**src/rtl/decoder_grant_arbiter.sv**
```systemverilog
// Round-robin owner selection for a shared 4-to-16 decoded resource.
// Drives the decoder Sel/Enable pair plus a new-grant pulse and a hold counter.
// The owner may be preempted after MAX_HOLD ticked cycles when others wait.
// MAX_HOLD = 0 disables preemption.
module decoder_grant_arbiter #(
    parameter int MAX_HOLD = 8
) (
    input  logic        Clock,
    input  logic        Reset,
    input  logic        Tick,
    input  logic [15:0] Req,
    output logic [3:0]  GrantSel,
    output logic        GrantEnable,
    output logic        GrantStart,
    output logic [7:0]  HoldCount
);

    localparam logic [7:0] MAX_HOLD_L = 8'(MAX_HOLD);
    localparam logic       PREEMPT_EN = (MAX_HOLD != 0);

    typedef enum logic {
        IDLE  = 1'b0,
        GRANT = 1'b1
    } state_t;

    state_t      state, state_nxt;
    logic [3:0]  last, last_nxt;
    logic [3:0]  sel_nxt;
    logic        en_nxt;
    logic        start_nxt;
    logic [7:0]  hold_nxt;

    logic [15:0] others;
    logic [15:0] search_req;
    logic [3:0]  search_base;
    logic [3:0]  winner;

    // First set bit of req scanning upward from base+1, wrapping at 15.
    // base itself is visited last, so it only wins when it is the sole requester.
    function automatic logic [3:0] rr_pick(input logic [15:0] req, input logic [3:0] base);
        logic [3:0] idx;
        logic [3:0] pick;
        logic       found;
        pick  = base;
        found = 1'b0;
        for (int k = 1; k <= 16; k++) begin
            idx = base + 4'(k);
            if (!found && req[idx]) begin
                pick  = idx;
                found = 1'b1;
            end
        end
        return pick;
    endfunction

    // Requests from everyone except the current owner.
    assign others = Req & ~(16'h0001 << GrantSel);

    // Search set and base: from LAST when idle, from the owner otherwise.
    // On a release the owner bit is already clear, so Req equals others.
    assign search_req  = (state == IDLE) ? Req : others;
    assign search_base = (state == IDLE) ? last : GrantSel;
    assign winner      = rr_pick(search_req, search_base);

    // Next-state and output decode: issue, release, preempt or hold.
    always_comb begin
        state_nxt = state;
        last_nxt  = last;
        sel_nxt   = GrantSel;
        en_nxt    = GrantEnable;
        start_nxt = 1'b0;
        hold_nxt  = HoldCount;
        if (Tick) begin
            if (state == IDLE) begin
                if (|Req) begin
                    state_nxt = GRANT;
                    last_nxt  = winner;
                    sel_nxt   = winner;
                    en_nxt    = 1'b1;
                    start_nxt = 1'b1;
                    hold_nxt  = 8'd1;
                end
            end else if (!Req[GrantSel]) begin
                if (|others) begin
                    last_nxt  = winner;
                    sel_nxt   = winner;
                    start_nxt = 1'b1;
                    hold_nxt  = 8'd1;
                end else begin
                    state_nxt = IDLE;
                    en_nxt    = 1'b0;
                    hold_nxt  = 8'd0;
                end
            end else if (PREEMPT_EN && (HoldCount >= MAX_HOLD_L) && (|others)) begin
                last_nxt  = winner;
                sel_nxt   = winner;
                start_nxt = 1'b1;
                hold_nxt  = 8'd1;
            end else if (HoldCount != 8'hFF) begin
                hold_nxt = HoldCount + 8'd1;
            end
        end
    end

    // State, pointer and registered outputs; reset wins over Tick.
    always_ff @(posedge Clock) begin
        if (Reset) begin
            state       <= IDLE;
            last        <= 4'd15;
            GrantSel    <= 4'd0;
            GrantEnable <= 1'b0;
            GrantStart  <= 1'b0;
            HoldCount   <= 8'd0;
        end else begin
            state       <= state_nxt;
            last        <= last_nxt;
            GrantSel    <= sel_nxt;
            GrantEnable <= en_nxt;
            GrantStart  <= start_nxt;
            HoldCount   <= hold_nxt;
        end
    end

endmodule

```
**config.mk**
```make
export PLATFORM = sky130hd
export DESIGN_NAME = decoder_grant_arbiter
export DESIGN_NICKNAME = d
export VERILOG_FILES = /design/src/rtl/decoder_grant_arbiter.sv
export SDC_FILE = /design/constraint.sdc
export NUM_CORES = 1
export LEC_CHECK = 0
export CAP_MARGIN = 5
export CORE_ASPECT_RATIO = 0.5
export CORE_MARGIN = 2
export CORE_UTILIZATION = 33
export CTS_CLUSTER_SIZE = 14
export DETAILED_ROUTE_END_ITERATION = 16
export GPL_TIMING_DRIVEN = 0
export PLACE_DENSITY = 0.62
export REMOVE_ABC_BUFFERS = 1
export SETUP_SLACK_MARGIN = 0.1
export SYNTH_ARGS = -nofsm -noshare
export SYNTH_HDL_FRONTEND = slang
export SYNTH_SLANG_ARGS = --single-unit
```
**constraint.sdc**
```tcl
create_clock -name Clock -period 4.6 [get_ports Clock]
set_clock_uncertainty 0.2 [all_clocks]
set_input_delay 0.46 -clock Clock [delete_from_list [all_inputs] [get_ports Clock]]
set_output_delay 0.46 -clock Clock [all_outputs]
set_load 0.005 [all_outputs]
```
Word-level counts from Yosys, hierarchy flattened
Cells that the tools add are included.
{"block": "word_totals", "out_inout_bits": 14, "ff_bits": 19}
{"block": "classes", "reduce_logical": 38, "magnitude_cmp": 18, "bitwise_logic": 3, "n_eq_ne": 6, "shift": 1, "n_addsub": 16, "muxes": 89}
{"op": "4-bit two-way mux", "n": 22}
{"op": "4-bit by 5-bit < comparator with 1-bit output (second input constant)", "n": 17}
{"op": "1-bit binary-select mux with 4-bit select", "n": 17}
{"op": "1-bit two-way mux", "n": 44}
{"op": "8-bit two-way mux", "n": 5}
{"op": "4-bit adder (second input constant)", "n": 8}
{"op": "16-bit OR reduction", "n": 2}
{"op": "4-bit by 3-bit adder with 4-bit output (second input constant)", "n": 4}
{"op": "16-bit bitwise AND", "n": 1}
{"op": "1-bit logical AND", "n": 16}
{"op": "16-bit two-way mux", "n": 1}
{"op": "16-bit NOT", "n": 1}
{"op": "1-bit by 4-bit << shifter with 16-bit output (first input constant)", "n": 1}
{"op": "1-bit zero test", "n": 15}
{"op": "4-bit by 2-bit adder with 4-bit output (second input constant)", "n": 2}
{"op": "8-bit by 1-bit adder with 8-bit output (second input constant)", "n": 1}
{"op": "8-bit by 4-bit greater-or-equal comparator with 1-bit output (second input constant)", "n": 1}
{"op": "8-bit inequality test (second input constant)", "n": 1}
{"op": "4-bit AND reduction", "n": 2}
{"op": "4-bit by 1-bit adder with 4-bit output (second input constant)", "n": 1}
{"op": "2-bit inequality test (second input constant)", "n": 2}
{"op": "4-bit by 2-bit inequality test with 1-bit output (second input constant)", "n": 1}
{"op": "3-bit by 1-bit inequality test with 1-bit output (second input constant)", "n": 1}
{"op": "3-bit by 2-bit inequality test with 1-bit output (second input constant)", "n": 1}
{"op": "other kinds (4)", "n": 4}

Logic depth before layout (Yosys ltp)
{"block": "logic_depth", "depth_word": 55, "ltp_mapped": 18, "mapped_depth_nobuf": 14}

Worst setup path before layout
OpenSTA, ideal clock, no wires.
{"block": "synth_timing", "path_kind": "register to register", "startpoint": "reg state", "endpoint": "reg last[2]", "synth_period_minus_slack_ns": 4.488, "stages_incl_launch_ff": 16, "n_path_buf": 3, "path_slack_ns": 0.112, "arrival_time_ns": 4.155, "required_time_ns": 4.267, "path_cell_list": "dfxtp_1 -> buf_4 -> mux2i_1 -> inv_1 -> buf_2 -> ha_1 -> xnor2_1 -> mux4_2 -> mux2_2 -> nor4b_2 -> and2_0 -> buf_2 -> nand2_1 -> o211ai_2 -> a2111oi_1 -> o31ai_2"}
{"block": "synth_via", "elab_chain_len": 53}
{"element": "start: declaration", "line": "26", "text": "state_t state, state_nxt;"}
{"element": "start signal: assignment", "line": "115", "text": "state <= state_nxt;"}
{"element": "4-bit two-way mux", "line": "62", "text": "assign search_base = (state == IDLE) ? last : GrantSel;"}
{"element": "4-bit by 1-bit adder with 4-bit output", "line": "47", "text": "idx = base + 4'(k);"}
{"element": "1-bit binary-select mux with 4-bit select", "line": "48", "text": "if (!found && req[idx]) begin"}
{"element": "1-bit two-way mux (not written as such)", "line": "48"}
{"element": "1-bit two-way mux", "line": "48"}
{"element": "1-bit zero test", "line": "48"}
{"element": "1-bit logical AND", "line": "48"}
{"element": "1-bit two-way mux", "line": "48"}
{"element": "[37 not listed]"}
{"element": "1-bit logical AND", "line": "48"}
{"element": "1-bit two-way mux", "line": "48"}
{"element": "1-bit zero test", "line": "48"}
{"element": "1-bit logical AND", "line": "48"}
{"element": "4-bit two-way mux", "line": "48"}
{"element": "4-bit two-way mux (on tied branches)", "line": "84, 94"}
{"element": "4-bit two-way mux", "line": "83", "text": "end else if (!Req[GrantSel]) begin"}
{"element": "4-bit two-way mux", "line": "74", "text": "if (state == IDLE) begin"}
{"element": "end signal: assignment", "line": "116", "text": "last <= last_nxt;"}
{"element": "end: declaration", "line": "27", "text": "logic [3:0] last, last_nxt;"}
Parallel ways exist; a longest one is shown, timed or not. The select of a mux whose other input is x is not followed.
A chain may end at the register's enable or synchronous reset.

Worst setup path after layout
{"block": "layout_timing", "startpoint": "reg state", "endpoint": "reg GrantSel[0]"}
{"block": "layout_via", "elab_chain_len": 53}
{"element": "4-bit two-way mux", "line": "62"}
{"element": "4-bit by 1-bit adder with 4-bit output", "line": "47"}
{"element": "1-bit binary-select mux with 4-bit select", "line": "48"}
{"element": "1-bit two-way mux (not written as such)", "line": "48"}
{"element": "1-bit two-way mux", "line": "48"}
{"element": "1-bit zero test", "line": "48"}
{"element": "1-bit logical AND", "line": "48"}
{"element": "1-bit two-way mux", "line": "48"}
{"element": "[37 not listed]"}
{"element": "1-bit logical AND", "line": "48"}
{"element": "1-bit two-way mux", "line": "48"}
{"element": "1-bit zero test", "line": "48"}
{"element": "1-bit logical AND", "line": "48"}
{"element": "4-bit two-way mux", "line": "48"}
{"element": "4-bit two-way mux (on tied branches)", "line": "84, 94"}
{"element": "4-bit two-way mux", "line": "83"}
{"element": "4-bit two-way mux", "line": "74"}
{"element": "end signal: assignment", "line": "117", "text": "GrantSel <= sel_nxt;"}
{"element": "end: declaration", "line": "12", "text": "output logic [3:0] GrantSel,"}
Parallel ways exist; a longest one is shown, timed or not. The select of a mux whose other input is x is not followed.

==> metrics.md <==
| Metric | Value |
|---|---|
| Outcome | finished clean |
| Worst R2R Setup Slack | about 0.26 ns |
| Slowest CP cell | mux2i_1 |
| Final min period | ~4.3 ns |
| Slew HR | 39.1% |
| Synth area leader | dfxtp_1 |
| Inserted Diodes | 0 |
| VDD IR max | 0.317 mV |
| Final Cell Area | 4770 sq um |
| WL met2 | about 6500 um |
| Power per cell area | between 800 and 900 nW/um^2 |
| Synth Cell Area | approximately 4000 sq um |
| TritonCTS Buffers | 3 |
| Final ANT Viol Nets | 0 |
| Seq/Total Area, Yosys | about a tenth |
| Num rows | 28 |
| Vias in the first global route | 4,143 |
| NetSw | 2.35 mW |
| # setup viols final | 0 |
| DR top layer | met4 |
| RSZ-0062 raised after global routing | no |
| Critical path, cell by cell | mux2i_4 > buf_4 > buf_6 > ha_2 > xnor2_4 > mux2i_1 > mux2i_1 > mux2i_1 > nor4b_2 > and2_1 > a211oi_2 > xnor2_1 > a211oi_1 |
| Starting Density | 33.9% |
| Clock Path Buffers | 2 |
| Reg power frac | 7.6% |
| Worst slew pin tran | ~0.90 ns |
| Routed met1 length | 6120 um |
| Yosys cell types | between 80 and 90 |
| TritonCTS clock tree | done |
| EDFF count, synth | 0 |
| Net Sw Frac | roughly 55% |
| Delay-heaviest family, CP | multiplexers |
| R2r worst-path depth | 13 |
| Dpl hpwl | 10,200 um |
| Non-Filler Instances | 722 |
| WP data arrival | 4.30 ns |
| DR iter-0 viols | 391 |
| Final hold violations | 0 |
| Critical Path RT | 4.56 ns |
| Clock-pin slew on the worst setup and hold paths | roughly 0.05 ns |
| HP Class | flop to flop |
| Layout Nets | 586 |
| Max Cap Viol | 0 |
| Clock sink count | 19 |
| Htree depth | 1 |
| Clk_lat worst skew | 0.25 ns |
| Clock power frac | 4.2% |
| Synth area leaders | dfxtp_1 9.5%, mux2i_1 8.5%, mux4_2 7.3%, nor2_1 4.9%, nand2b_1 4.7% |
| Hold Crit Depth | 2 |
| Die H | approximately 80 um |
| Avg Synthesized Cell Area | between 7 and 8 sq um |
| GPL Wtd Cong | just under 1 |
| Final WL | 13,900 um |
| Lkg Pwr | 1.65 nW |
| Cell mode on critical path | mux2i_1 |
| Final Cycle Share | 94.4% |
| Setup CP Type | flop to flop |
| Count of final max-slew check failures | 0 |
| Fillers | 1,196 |
| Detailed-route DRC error count | 0 |
| Drt first pass iters | 5 |
| Reg area | 393 sq um |
| Die width | roughly 160 um |
| Placed cells | 706 |
| YS warnings | 0 |
| Synth Register Bits | 19 |
| Layout cell share with drive strength beyond 1 | approximately 15% |
| Synth top area share | 9.51% |
| Int Pwr | 1.89 mW |
| F_max | 230 MHz |
| GRT Util Overall | between 20% and 30% |
| Crit path depth | 13 |
| Routed wl met3 | 1100 um |
| Clock tree root buffer cell | clkbuf_16 |
| Die Footprint | approximately 13,000 sq um |
| Avg WL per Cell | 19.2 um |
| Avg Vias per Cell | 6.33 |
| Worst stage delay on the critical path | 0.64 ns |
| Area growth syn-to-layout | 19.1% |
| Placeable Area | 11,800 sq um |
| I/O pin total | 33 |
| Worst-path fanout max | 13 |
| Port buffer count | 32 |
| Total gr overflow | 0 |
| Tot Pwr | 4.24 mW |
| Cells after Synth | 538 |
| CP startpoint kind | flop |
| Multi-input gate area | about 3600 sq um |
| Initial antenna violation count | 0 |
| Endpoint type of the worst setup path | flop |
| First-pass GRT wire length | 22,000 um |
| Combinational Power Share | 88.2% |
| Synth async-reset ratio | 0% |
| Largest net degree at the start of global routing | 31 |
| Vias | 4,570 |
| WP buf/inv | 2 |
| Main synth FF type | dfxtp_1 |
| Dpl cell area | 4410 sq um |
layout by cell type (no fill, tap or decap), types with 6 or more instances in the layout:
master,n
nor3_1,18
a22o_1,6
a21oi_1,30
xnor2_1,8
clkdlybuf4s50_1,32
mux2i_1,29
mux2_2,6
a31oi_1,9
mux4_2,13
inv_1,12
o311ai_0,8
a22oi_1,9
nand2_1,30
dfxtp_1,15
o211ai_1,13
o21ai_0,27
nand3_1,33
nand2b_1,30
ha_1,7
and3_1,8
nand4_1,6
nand3b_1,7
nor2_1,52
o22ai_1,15
buf_4,12
registers in the layout, summed over array words and instances, names as in the netlist:
signal,count
GrantStart,1
state,1
GrantEnable,1
GrantSel,4
last,4
HoldCount,8
logic make-up (layout without fill, tap and decap cells):
group | after synthesis | in the layout | synth area share (%)
AOI/OAI and AO/OA | 170 | 170 | 29.9
xor gates and xnor gates | 15 | 15 | 4.60
adders and majority gates | 9 | 9 | 2.81
buffers and inverters | 47 | 66 | 5.07
DFF | 19 | 19 | 9.51
muxes | 57 | 57 | 18.8
and+or+nand+nor | 221 | 221 | 29.3
metal layers:
| layer | up-vias | GRT usage [%] |
|---|---|---|
| li1 | 2123 | - |
| met1 | 2200 | 27.9 |
| met2 | 229 | 35.8 |
| met3 | 18 | 1.97 |
| met4 | 0 | 5.82 |
| met5 | - | 0 |
through the flow:
step / setup slack [ns] / utilization (%) / TNS [ns] / hold WS [ns]
after detailed placement: -1.23 / 37.3 / -8.63 / 0.334
after global placement: -2.56 / 37.2 / -19.27 / 0.323
after global routing: 0.0893 / 40.4 / 0 / 0.374
after floorplan: -0.691 / - / -4.66 / 0.301
final: 0.260 / 40.4 / 0 / 0.348
after CTS: 0.116 / 39.1 / 0 / 0.350
tightest hold or removal path: cells and delay by family, from the launching register on:
kind | cells | cell delay, ns
flip-flops | 1 | 0.35
AO/OA/AOI/OAI | 2 | 0.15
repair_timing:
item	4_1_cts	5_1_grt
endpoints found under the hold margin	0	0
setup buffers	7	5
hold buffers	0	0
resized for setup	21	19
pin swaps	1	2
gates cloned	0	0
setup endpoints to repair	8	8
final timing paths:
kind,to,start
setup / recovery,GrantSel[0],state
hold / removal,HoldCount[3],HoldCount[3]
setup reg to reg,GrantSel[0],state
hold reg to reg,HoldCount[3],HoldCount[3]
power groups by stage:
stage               Clock [mW]  Combinational (mW)  Sequential [mW]
finish                   0.178                3.74            0.323
global route             0.189                4.01            0.334
CTS                      0.182                3.44            0.319
detailed placement           0                3.28            0.317
global placement             0                3.26            0.313
floorplan                    0                2.53            0.275
synthesized netlist by cell type (5+ instances only):
cell	count
nor2_1	52
mux2i_1	34
nand3_1	33
a21oi_1	30
nand2_1	30
nand2b_1	30
o21ai_0	27
clkbuf_1	19
dfxtp_1	19
nor3_1	18
o22ai_1	16
inv_1	13
mux4_2	13
o211ai_1	13
xnor2_1	10
a22oi_1	9
a31oi_1	9
ha_1	9
and3_1	8
o311ai_0	8
mux2_2	7
nand3b_1	7
a22o_1	6
nand4_1	6
nor2b_1	6
a211oi_1	5
a32oi_1	5
and2_1	5
buf_2	5
o32ai_1	5
or2_2	5
or3_1	5
final cells by class:
cell class	instances	area share, %
clock buffers	4	1.65
inverters	17	1.71
multi-input cells	472	75.2
flip-flops and latches	19	8.24
well taps	165	4.33
repair buffers	45	8.85
No activity file was read; power rests on OpenSTA's default activity.
